[src/rtl/imm_pkg.sv]
// imm_pkg: mode encodings, FSM state type and default dimensions for the mask compositor.
package imm_pkg;
  typedef enum logic [1:0] {MODE_PASS, MODE_KEY, MODE_AND, MODE_AVG} mode_t;
  typedef enum logic [1:0] {S_IDLE, S_SCAN, S_DRAIN, S_DONE} state_t;
  localparam int DEF_IMG_W = 320;
  localparam int DEF_IMG_H = 240;
  localparam int DEF_MASK_W = 160;
  localparam int DEF_MASK_H = 120;
  localparam int DEF_CH_BITS = 4;
endpackage

[src/rtl/mask_pixel_combine.sv]
// mask_pixel_combine: combinational per-pixel blend of image and mask by mode and window flag.
module mask_pixel_combine
  import imm_pkg::*;
#(
  parameter int CH_BITS = DEF_CH_BITS
) (
  input  mode_t                  mode,
  input  logic                   in_window,
  input  logic [3*CH_BITS-1:0]   img,
  input  logic [3*CH_BITS-1:0]   mask,
  output logic [3*CH_BITS-1:0]   pixel
);
  logic [3*CH_BITS-1:0] avg;
  always_comb begin
    avg = '0;
    for (int i = 0; i < 3; i++)
      avg[i*CH_BITS +: CH_BITS] = CH_BITS'(({1'b0, img[i*CH_BITS +: CH_BITS]} + {1'b0, mask[i*CH_BITS +: CH_BITS]}) >> 1);
  end
  assign pixel = !in_window        ? img :
                 mode == MODE_KEY  ? (mask == '0 ? '0 : img) :
                 mode == MODE_AND  ? (img & mask) :
                 mode == MODE_AVG  ? avg : img;
endmodule

[src/rtl/mask_compositor.sv]
// mask_compositor: raster-scans an image ROM, blends a mask ROM inside an offset window
// and streams the result to a frame buffer through a 3-stage stallable pipeline.
module mask_compositor
  import imm_pkg::*;
#(
  parameter  int IMG_W   = DEF_IMG_W,
  parameter  int IMG_H   = DEF_IMG_H,
  parameter  int MASK_W  = DEF_MASK_W,
  parameter  int MASK_H  = DEF_MASK_H,
  parameter  int CH_BITS = DEF_CH_BITS,
  localparam int RW  = $clog2(IMG_H),
  localparam int CW  = $clog2(IMG_W),
  localparam int MRW = $clog2(MASK_H),
  localparam int MCW = $clog2(MASK_W),
  localparam int PW  = 3*CH_BITS
) (
  input  logic           clk,
  input  logic           rst,
  input  logic           start,
  input  logic [1:0]     mode,
  input  logic [RW-1:0]  mask_row_offset,
  input  logic [CW-1:0]  mask_col_offset,
  output logic           rom_en,
  output logic [RW-1:0]  img_row,
  output logic [CW-1:0]  img_col,
  input  logic [PW-1:0]  img_pixel,
  output logic [MRW-1:0] mask_row,
  output logic [MCW-1:0] mask_col,
  input  logic [PW-1:0]  mask_pixel,
  output logic           wr_en,
  output logic [RW-1:0]  wr_row,
  output logic [CW-1:0]  wr_col,
  output logic [PW-1:0]  wr_pixel,
  input  logic           wr_ready,
  output logic           busy,
  output logic           done
);
  state_t         state, nxt;
  mode_t          mode_q;
  logic [RW-1:0]  row_off, r1;
  logic [CW-1:0]  col_off, c1;
  logic [RW:0]    dr;
  logic [CW:0]    dc;
  logic           in_win, in1, v1, stall, last_col, last_row;
  logic [PW-1:0]  pix;

  assign stall    = wr_en & ~wr_ready;
  assign busy     = state == S_SCAN || state == S_DRAIN;
  assign done     = state == S_DONE;
  assign rom_en   = busy & ~stall;
  assign last_col = img_col == CW'(IMG_W-1);
  assign last_row = img_row == RW'(IMG_H-1);
  // one extra bit so a position above/left of the window reads as negative
  assign dr       = {1'b0, img_row} - {1'b0, row_off};
  assign dc       = {1'b0, img_col} - {1'b0, col_off};
  assign in_win   = !dr[RW] && dr < (RW+1)'(MASK_H) && !dc[CW] && dc < (CW+1)'(MASK_W);
  assign mask_row = in_win ? MRW'(dr) : '0;
  assign mask_col = in_win ? MCW'(dc) : '0;

  always_comb begin
    nxt = state == S_IDLE  ? (start ? S_SCAN : S_IDLE) :
          state == S_SCAN  ? (!stall && last_col && last_row ? S_DRAIN : S_SCAN) :
          state == S_DRAIN ? (!v1 && !stall ? S_DONE : S_DRAIN) : S_IDLE;
  end

  mask_pixel_combine #(.CH_BITS(CH_BITS)) u_combine (
    .mode(mode_q), .in_window(in1), .img(img_pixel), .mask(mask_pixel), .pixel(pix)
  );

  always_ff @(posedge clk or posedge rst) begin
    if (rst) begin
      state    <= S_IDLE;
      mode_q   <= MODE_PASS;
      row_off  <= '0;
      col_off  <= '0;
      img_row  <= '0;
      img_col  <= '0;
      v1       <= 1'b0;
      r1       <= '0;
      c1       <= '0;
      in1      <= 1'b0;
      wr_en    <= 1'b0;
      wr_row   <= '0;
      wr_col   <= '0;
      wr_pixel <= '0;
    end else begin
      state <= nxt;
      if (state == S_IDLE && start) begin
        mode_q  <= mode_t'(mode);
        row_off <= mask_row_offset;
        col_off <= mask_col_offset;
        img_row <= '0;
        img_col <= '0;
      end else if (state == S_SCAN && !stall) begin
        img_col <= last_col ? '0 : img_col + 1'b1;
        if (last_col) img_row <= last_row ? '0 : img_row + 1'b1;
      end
      // ROM outputs hold while rom_en is low, so freezing these keeps data aligned
      if (!stall) begin
        v1    <= state == S_SCAN;
        r1    <= img_row;
        c1    <= img_col;
        in1   <= in_win;
        wr_en <= v1;
        if (v1) begin
          wr_row   <= r1;
          wr_col   <= c1;
          wr_pixel <= pix;
        end
      end
    end
  end
endmodule

[config.mk]
export PLATFORM = sky130hd
export DESIGN_NAME = mask_compositor
export DESIGN_NICKNAME = d
export VERILOG_FILES = /design/src/rtl/imm_pkg.sv /design/src/rtl/mask_pixel_combine.sv /design/src/rtl/mask_compositor.sv
export SDC_FILE = /design/constraint.sdc
export NUM_CORES = 1
export LEC_CHECK = 0
export CORE_UTILIZATION = 58
export DETAILED_ROUTE_END_ITERATION = 12
export DONT_BUFFER_PORTS = 1
export HOLD_SLACK_MARGIN = 0.02
export PLACE_DENSITY = 0.76
export SYNTH_ARGS = -nofsm -noshare
export SYNTH_HDL_FRONTEND = slang
export SYNTH_SLANG_ARGS = --single-unit
[constraint.sdc]
create_clock -name clk -period 3.05 [get_ports clk]
set_clock_uncertainty 0.2 [all_clocks]
set_input_delay 0.7625 -clock clk [delete_from_list [all_inputs] [get_ports clk]]
set_output_delay 0.7625 -clock clk [all_outputs]
set_load 0.005 [all_outputs]
# Word-level counts from Yosys, hierarchy flattened
# Index checks and enable logic that the tools add are counted.
# classes
add_sub_neg	7
reduce_logical	19
eq_ne	8
magnitude_cmp	2
n_mux	20
n_bitwise	5
# ops
cell	count
$mux W12	5
$mux W8	5
$mux W9	3
$add A4 B4 Y5	3
$and A12 B12 Y12	1
$logic_not A12 Y1	1
$lt A10 B8 Y1 const B	1
$sub A9 B9 Y10	1
$add A9 B1 Y9 const B	1
$eq A9 B9 Y1 const B	1
$lt A9 B7 Y1 const B	1
$sub A8 B8 Y9	1
$add A8 B1 Y8 const B	1
$eq A2 B2 Y1 const B	4
$eq A8 B8 Y1 const B	1
$logic_and A1 B1 Y1	8
$mux W2	4
$mux W7	1
$eq A2 B1 Y1 const B	2
$logic_not A1 Y1	4
$reduce_and A2 Y1	2
$reduce_bool A2 Y1	2
$and A1 B1 Y1	2
$logic_not A2 Y1	1
other kinds (3)	5
# totals
word_cells	75
register_bits	87
output_inout_bits	65
inputBits	47

# Longest topological paths before layout
# Gate-level depths: netlist of the first run.
# logic_depth
depth_word	8
depth_mapped	10
ltp_nobuf	9

# Cells and area by module
# Synthesis of the first run repeated with hierarchy kept, for this count alone.
# hier_totals
hier_cells	551
hier_area_um2	5143.7
# modules_own_cells
module	cells_each	n_inst	seq_area_each_um2	area_per_inst_um2
mask_compositor	460	1	2177.1	4476.8
mask_pixel_combine	91	1	0.0	666.9

# Worst setup path before layout of the first run
# No wires, ideal clock.
# synth_timing
path_type	register to output
from	register img_row[0]
to	output port mask_col[2]
t_required_ns	2.088
t_arrival_ns	2.362
n_path_buf	1
path_stages_with_launch	11
path_slack_ns	-0.275
cell_sequence	dfrtp_1 inv_1 ha_1 fa_1 nand2b_1 a21oi_1 o22ai_1 o21ai_0 nand4_2 buf_6 nor3_2
# synth_via
elab_chain_len	6
word_cells_on_any_way	7
classes_between	add/sub: 1; order compare: 1; mux: 1; reduce/logical: 4
# synth_rtl
item	line	rtl
from (decl)	mask_compositor.sv:24	output logic [RW-1:0] img_row,
from (signal assigned)	mask_compositor.sv:96	if (last_col) img_row <= last_row ? '0 : img_row + 1'b1;
$sub A8 B8 Y9 (*)	mask_compositor.sv:54	assign dr = {1'b0, img_row} - {1'b0, row_off};
$lt A9 B7 Y1 / $logic_not A1 Y1 (equally long branches)	mask_compositor.sv:56	assign in_win = !dr[RW] && dr < (RW+1)'(MASK_H) && !dc[CW] && dc < (CW+1)'(MASK_W);
$logic_and A1 B1 Y1 (*) (3 in series)	mask_compositor.sv:56	
$mux W8 (*)	mask_compositor.sv:58	assign mask_col = in_win ? MCW'(dc) : '0;
to (decl)	mask_compositor.sv:28	output logic [MCW-1:0] mask_col,
# Every way passes the cells marked *; elsewhere a longest branch is shown, timed or not.

# Worst setup path in the final report of the first run
# layout_timing
from	register img_col[0]
to	output port mask_row[3]
# layout_via
elab_chain_len	5
word_cells_on_any_way	6
classes_between	add/sub: 1; order compare: 1; mux: 1; reduce/logical: 3
# layout_rtl
item	line	rtl
from (decl)	mask_compositor.sv:25	output logic [CW-1:0] img_col,
from (signal assigned)	mask_compositor.sv:95	img_col <= last_col ? '0 : img_col + 1'b1;
$sub A9 B9 Y10 (*)	mask_compositor.sv:55	assign dc = {1'b0, img_col} - {1'b0, col_off};
branches (longest 2 deep; another with $lt A10 B8 Y1)	n/a	
$logic_and A1 B1 Y1 (*)	mask_compositor.sv:56	
$mux W7 (*)	mask_compositor.sv:57	assign mask_row = in_win ? MRW'(dr) : '0;
to (decl)	mask_compositor.sv:27	output logic [MRW-1:0] mask_row,
# Every way passes the cells marked *.

==> key figures, run 1 <==
Clock tree
  • CTS buffer count: 9
  • Clock H-tree levels: 3
  • Clock buffer depth: 2
  • Reg clk slew, reported paths: 0.10 ns
  • TritonCTS clock tree: yes
  • Cts hold-fix bufs: 0
  • Clk Tree Root Cell: clkbuf_8
  • Clk Latency, worst-skew pair: 0.37 ns
  • Sink Count: just under 90

Setup path
  • Slowest stage delay, CP: 0.40 ns
  • CP Launch Type: flop
  • CP required: around 2.1 ns
  • Crit path DAT: ~2.7 ns
  • WS Path Type: reg2out
  • Worst-path fanout max: 6
  • Slowest cell on the critical path: dfrtp_1
  • CP endpoint kind: output port
  • Crit-path cells: inv_2, ha_4, fa_2, nand2b_4, a21oi_4, buf_6, or3_4, a211oi_4, nor2_4, buf_6, a211oi_4

Floorplan
  • Num ports: 112
  • Die area: around 0.0094 mm2
  • Initial Utilization: 0.600
  • Chip width: approximately 97 um
  • Total core area: between 0.008 and 0.009 mm2
  • Die span in y: about 100 um
  • Row count: 34

Cells and area
  • Share of post-route cells with drive strength above 1: 0.215
  • Antenna Cells: 0
  • Layout area overhead: 20.9%
  • Nets: approximately 760
  • Post-route insts no fill: ~800
  • Fill cells: 665

Synthesis
  • Synth Instances: approximately 610
  • Synthesized area: 0.00526 mm2
  • Sequential share of the synthesized area: 0.414
  • Syn_nets: between 600 and 700
  • Synth async-reset ratio: 1.00
  • Synth warn: 0
  • Yosys reg bits: 87
  • Syn avg cell area: about 8.6 um2
  • Main flop type after synthesis: dfrtp_1
  • Number of flops mapped to enable cells by yosys: 0
  • Synth cell types: 58

Power
  • Clock group share of total power: 0.165
  • P_leak: about 3.1 nW
  • Reg power frac: 0.335
  • Net switching share of the total power: 0.423
  • Max VDD drop: between 0.4 and 0.5 mV
  • Internal power: around 0.0028 W
  • PwrDens: about 760 mW/mm2
  • Combinational share of power: 0.499
  • Switching Power: around 0.0020 W

Place
  • DP HPWL: approximately 10 mm
  • GPL Wtd Cong: ~0.91
  • Post-placement cell count: 767
  • Number of port buffers: 0
  • Pre-CTS WS: -0.210 ns

STA
  • RSZ-0062 raised after global routing: yes
  • Slew Limit Fails: 0
  • Final Cycle Share: 1.19
  • Fin crit period: between 3 and 4 ns
  • Max Clk Rate: about 280 MHz
  • Final WS setup: -0.566 ns
  • Rel. slew slack: 0.387
  • Final hold vios: 0
  • Final setup fails: 15
  • Actual slew at the worst max-slew pin: about 0.92 ns

Hold path
  • Worst Hold Class: in2async

GRT
  • Vias in the first global route: 4482
  • Largest net degree at the start of global routing: 42
  • Global-route wire length before repair: ~22 mm
  • Antenna violations before repair: 0
  • Global Route Usage Sum: 0.284
  • GR Overflow Total: 0

Status
  • Violated checks: setup timing
  • Status: finished with violations

Drt
  • Routed vias/inst: roughly 5.7
  • DR vias: roughly 4.5k
  • Wirelength per Cell: about 17 um
  • DRT Pass-1 Iters: 5
  • Routed Antenna Nets: 0
  • Initial drt markers: between 200 and 250
  • DRC Markers: 0
  • Total wire length: 13.1 mm

Run
  • Max Cap Viol: 0
-- what timing repair did --
item | CTS | global route
pin swaps | 12 | 14
gates resized for setup | 20 | 13
endpoints found under the setup margin | 15 | 15
buffers inserted | 6 | 2
-- synthesized netlist by cell type, drive strengths merged, types with 2 or more instances --
cell type | number | area [um2]
nand2 | 159 | 597
dfrtp | 87 | 2180
o21ai | 49 | 245
nor2 | 45 | 174
inv | 35 | 131
ha | 33 | 413
a21oi | 21 | 109
clkbuf | 17 | 63.8
nand2b | 14 | 90.1
nor3 | 13 | 111
xor2 | 13 | 114
a221oi | 10 | 87.6
nor2b | 8 | 50.1
and3 | 7 | 43.8
nand3 | 7 | 35.0
nand4 | 7 | 50.1
buf | 6 | 47.5
mux2 | 6 | 67.6
xnor2 | 6 | 52.6
a211oi | 5 | 47.5
a21o | 5 | 37.5
and2 | 5 | 31.3
fa | 5 | 100
mux2i | 5 | 50.1
nor4 | 4 | 25.0
o31ai | 4 | 30.0
or3 | 4 | 25.0
a31oi | 3 | 18.8
a32oi | 3 | 26.3
o211ai | 3 | 27.5
o22ai | 2 | 12.5
or2 | 2 | 12.5
-- flip-flops by register name, summed over array words and instances, names as in the netlist, 2 cells and up, named ones only --
signal	flops
c1	9
col_off	9
img_col	9
img_row	8
mode_q	2
r1	8
row_off	8
wr_col	9
wr_pixel	12
wr_row	8
-- stage by stage --
step                      hold WS (ns)  cell area (um2)  utilization  power (W)  setup TNS [ns]
final                            0.229             6350        0.725    0.00483           -7.58
after detailed placement         0.252             5920        0.675    0.00378           -2.21
after CTS                        0.260             6260        0.715    0.00474           -7.77
after global placement           0.252             5920        0.675    0.00373           -1.38
after global routing             0.289             6350        0.725    0.00519           -9.80
after floorplan                  0.239             5340            -    0.00308          -0.733
-- layout make-up --
type,count,area [um2],share of cell area
clock buffer,9,124,0.0195
clock inverter,7,72.6,0.0114
inverter,35,135,0.0213
multi-input combinational,463,3070,0.483
sequential,87,2180,0.343
tap,108,135,0.0213
timing repair buffer,82,642,0.101
-- kinds of logic after synthesis --
| group | count (synthesis) | share of synthesized area |
|---|---|---|
| flip-flops | 87 | 0.414 |
| multiplexers | 11 | 0.0224 |
| XOR/XNOR | 19 | 0.0317 |
| adder cells (fa/ha/maj) | 38 | 0.0976 |
| buffers and inverters | 58 | 0.0462 |
| AND/OR/NAND/NOR | 282 | 0.249 |
| AO/OA/AOI/OAI | 113 | 0.139 |
-- worst paths after layout --
kind | start | endpoint | slack [ns] | cells past startpoint
max | img_col[0] | mask_row[3] | -0.57 | 11
min | rst | row_off[4] | 0.23 | 1
max reg2reg | img_row[1] | in1 | 0.39 | 10
min reg2reg | c1[5] | wr_col[5] | 0.27 | 2
max in group asynchronous | rst | r1[6] | 1.69 | 2
min in group clk | c1[5] | wr_col[5] | 0.27 | 2
-- metal layers --
layer	up-vias	GRT usage	part of all wire	wire (um)
met2	162	0.458	0.47	6220
met5	-	0	0	0
li1	2206	-	-	-
met4	0	0.0700	0.010	133
met3	14	0.0784	0.077	1000
met1	2140	0.381	0.44	5740
-- placed cells by master (no fill, tap or decap), types with 4 or more instances in the layout --
cell type,synthesis,layout
o31ai_1,4,4
buf_6,3,5
inv_1,35,31
xnor2_1,6,6
nor3_4,1,9
nand3_1,7,7
mux2i_1,5,4
mux2_2,6,6
clkbuf_8,0,9
nor3_1,5,4
nor2_1,43,43
o21ai_0,48,44
a21oi_1,20,19
and3_1,7,7
and2_1,5,5
a221oi_1,10,9
nand2_1,159,159
ha_4,0,4
nor2b_1,8,8
nand2b_1,13,12
ha_1,33,29
xor2_1,13,12
dfrtp_1,87,87
buf_4,0,76
nand4_1,6,6
a21o_1,5,5
-- critical path: cells and delay by family, from the launching register on --
family | cells | cell delay (ns)
compound gates | 3 | 0.61
simple gates | 3 | 0.58
flops | 1 | 0.40
buf+inv | 3 | 0.36
fa+ha+maj | 2 | 0.34
-- power by group through the flow --
stage	combinational, W	sequential, W	clock [W]
CTS	0.00231	0.00162	0.000817
floorplan	0.00148	0.00159	0
detailed placement	0.00214	0.00164	0
global placement	0.00211	0.00163	0
finish	0.00241	0.00162	0.000799
global route	0.00267	0.00165	0.000865
Power figures use the tool's default switching activity.
==> inputs of run 2 (changes only) <==
- SKIP_LAST_GASP: default -> 1
==> results of run 2 <==
Same layout as run 1: the final DEF is identical, and so are final timing and power.
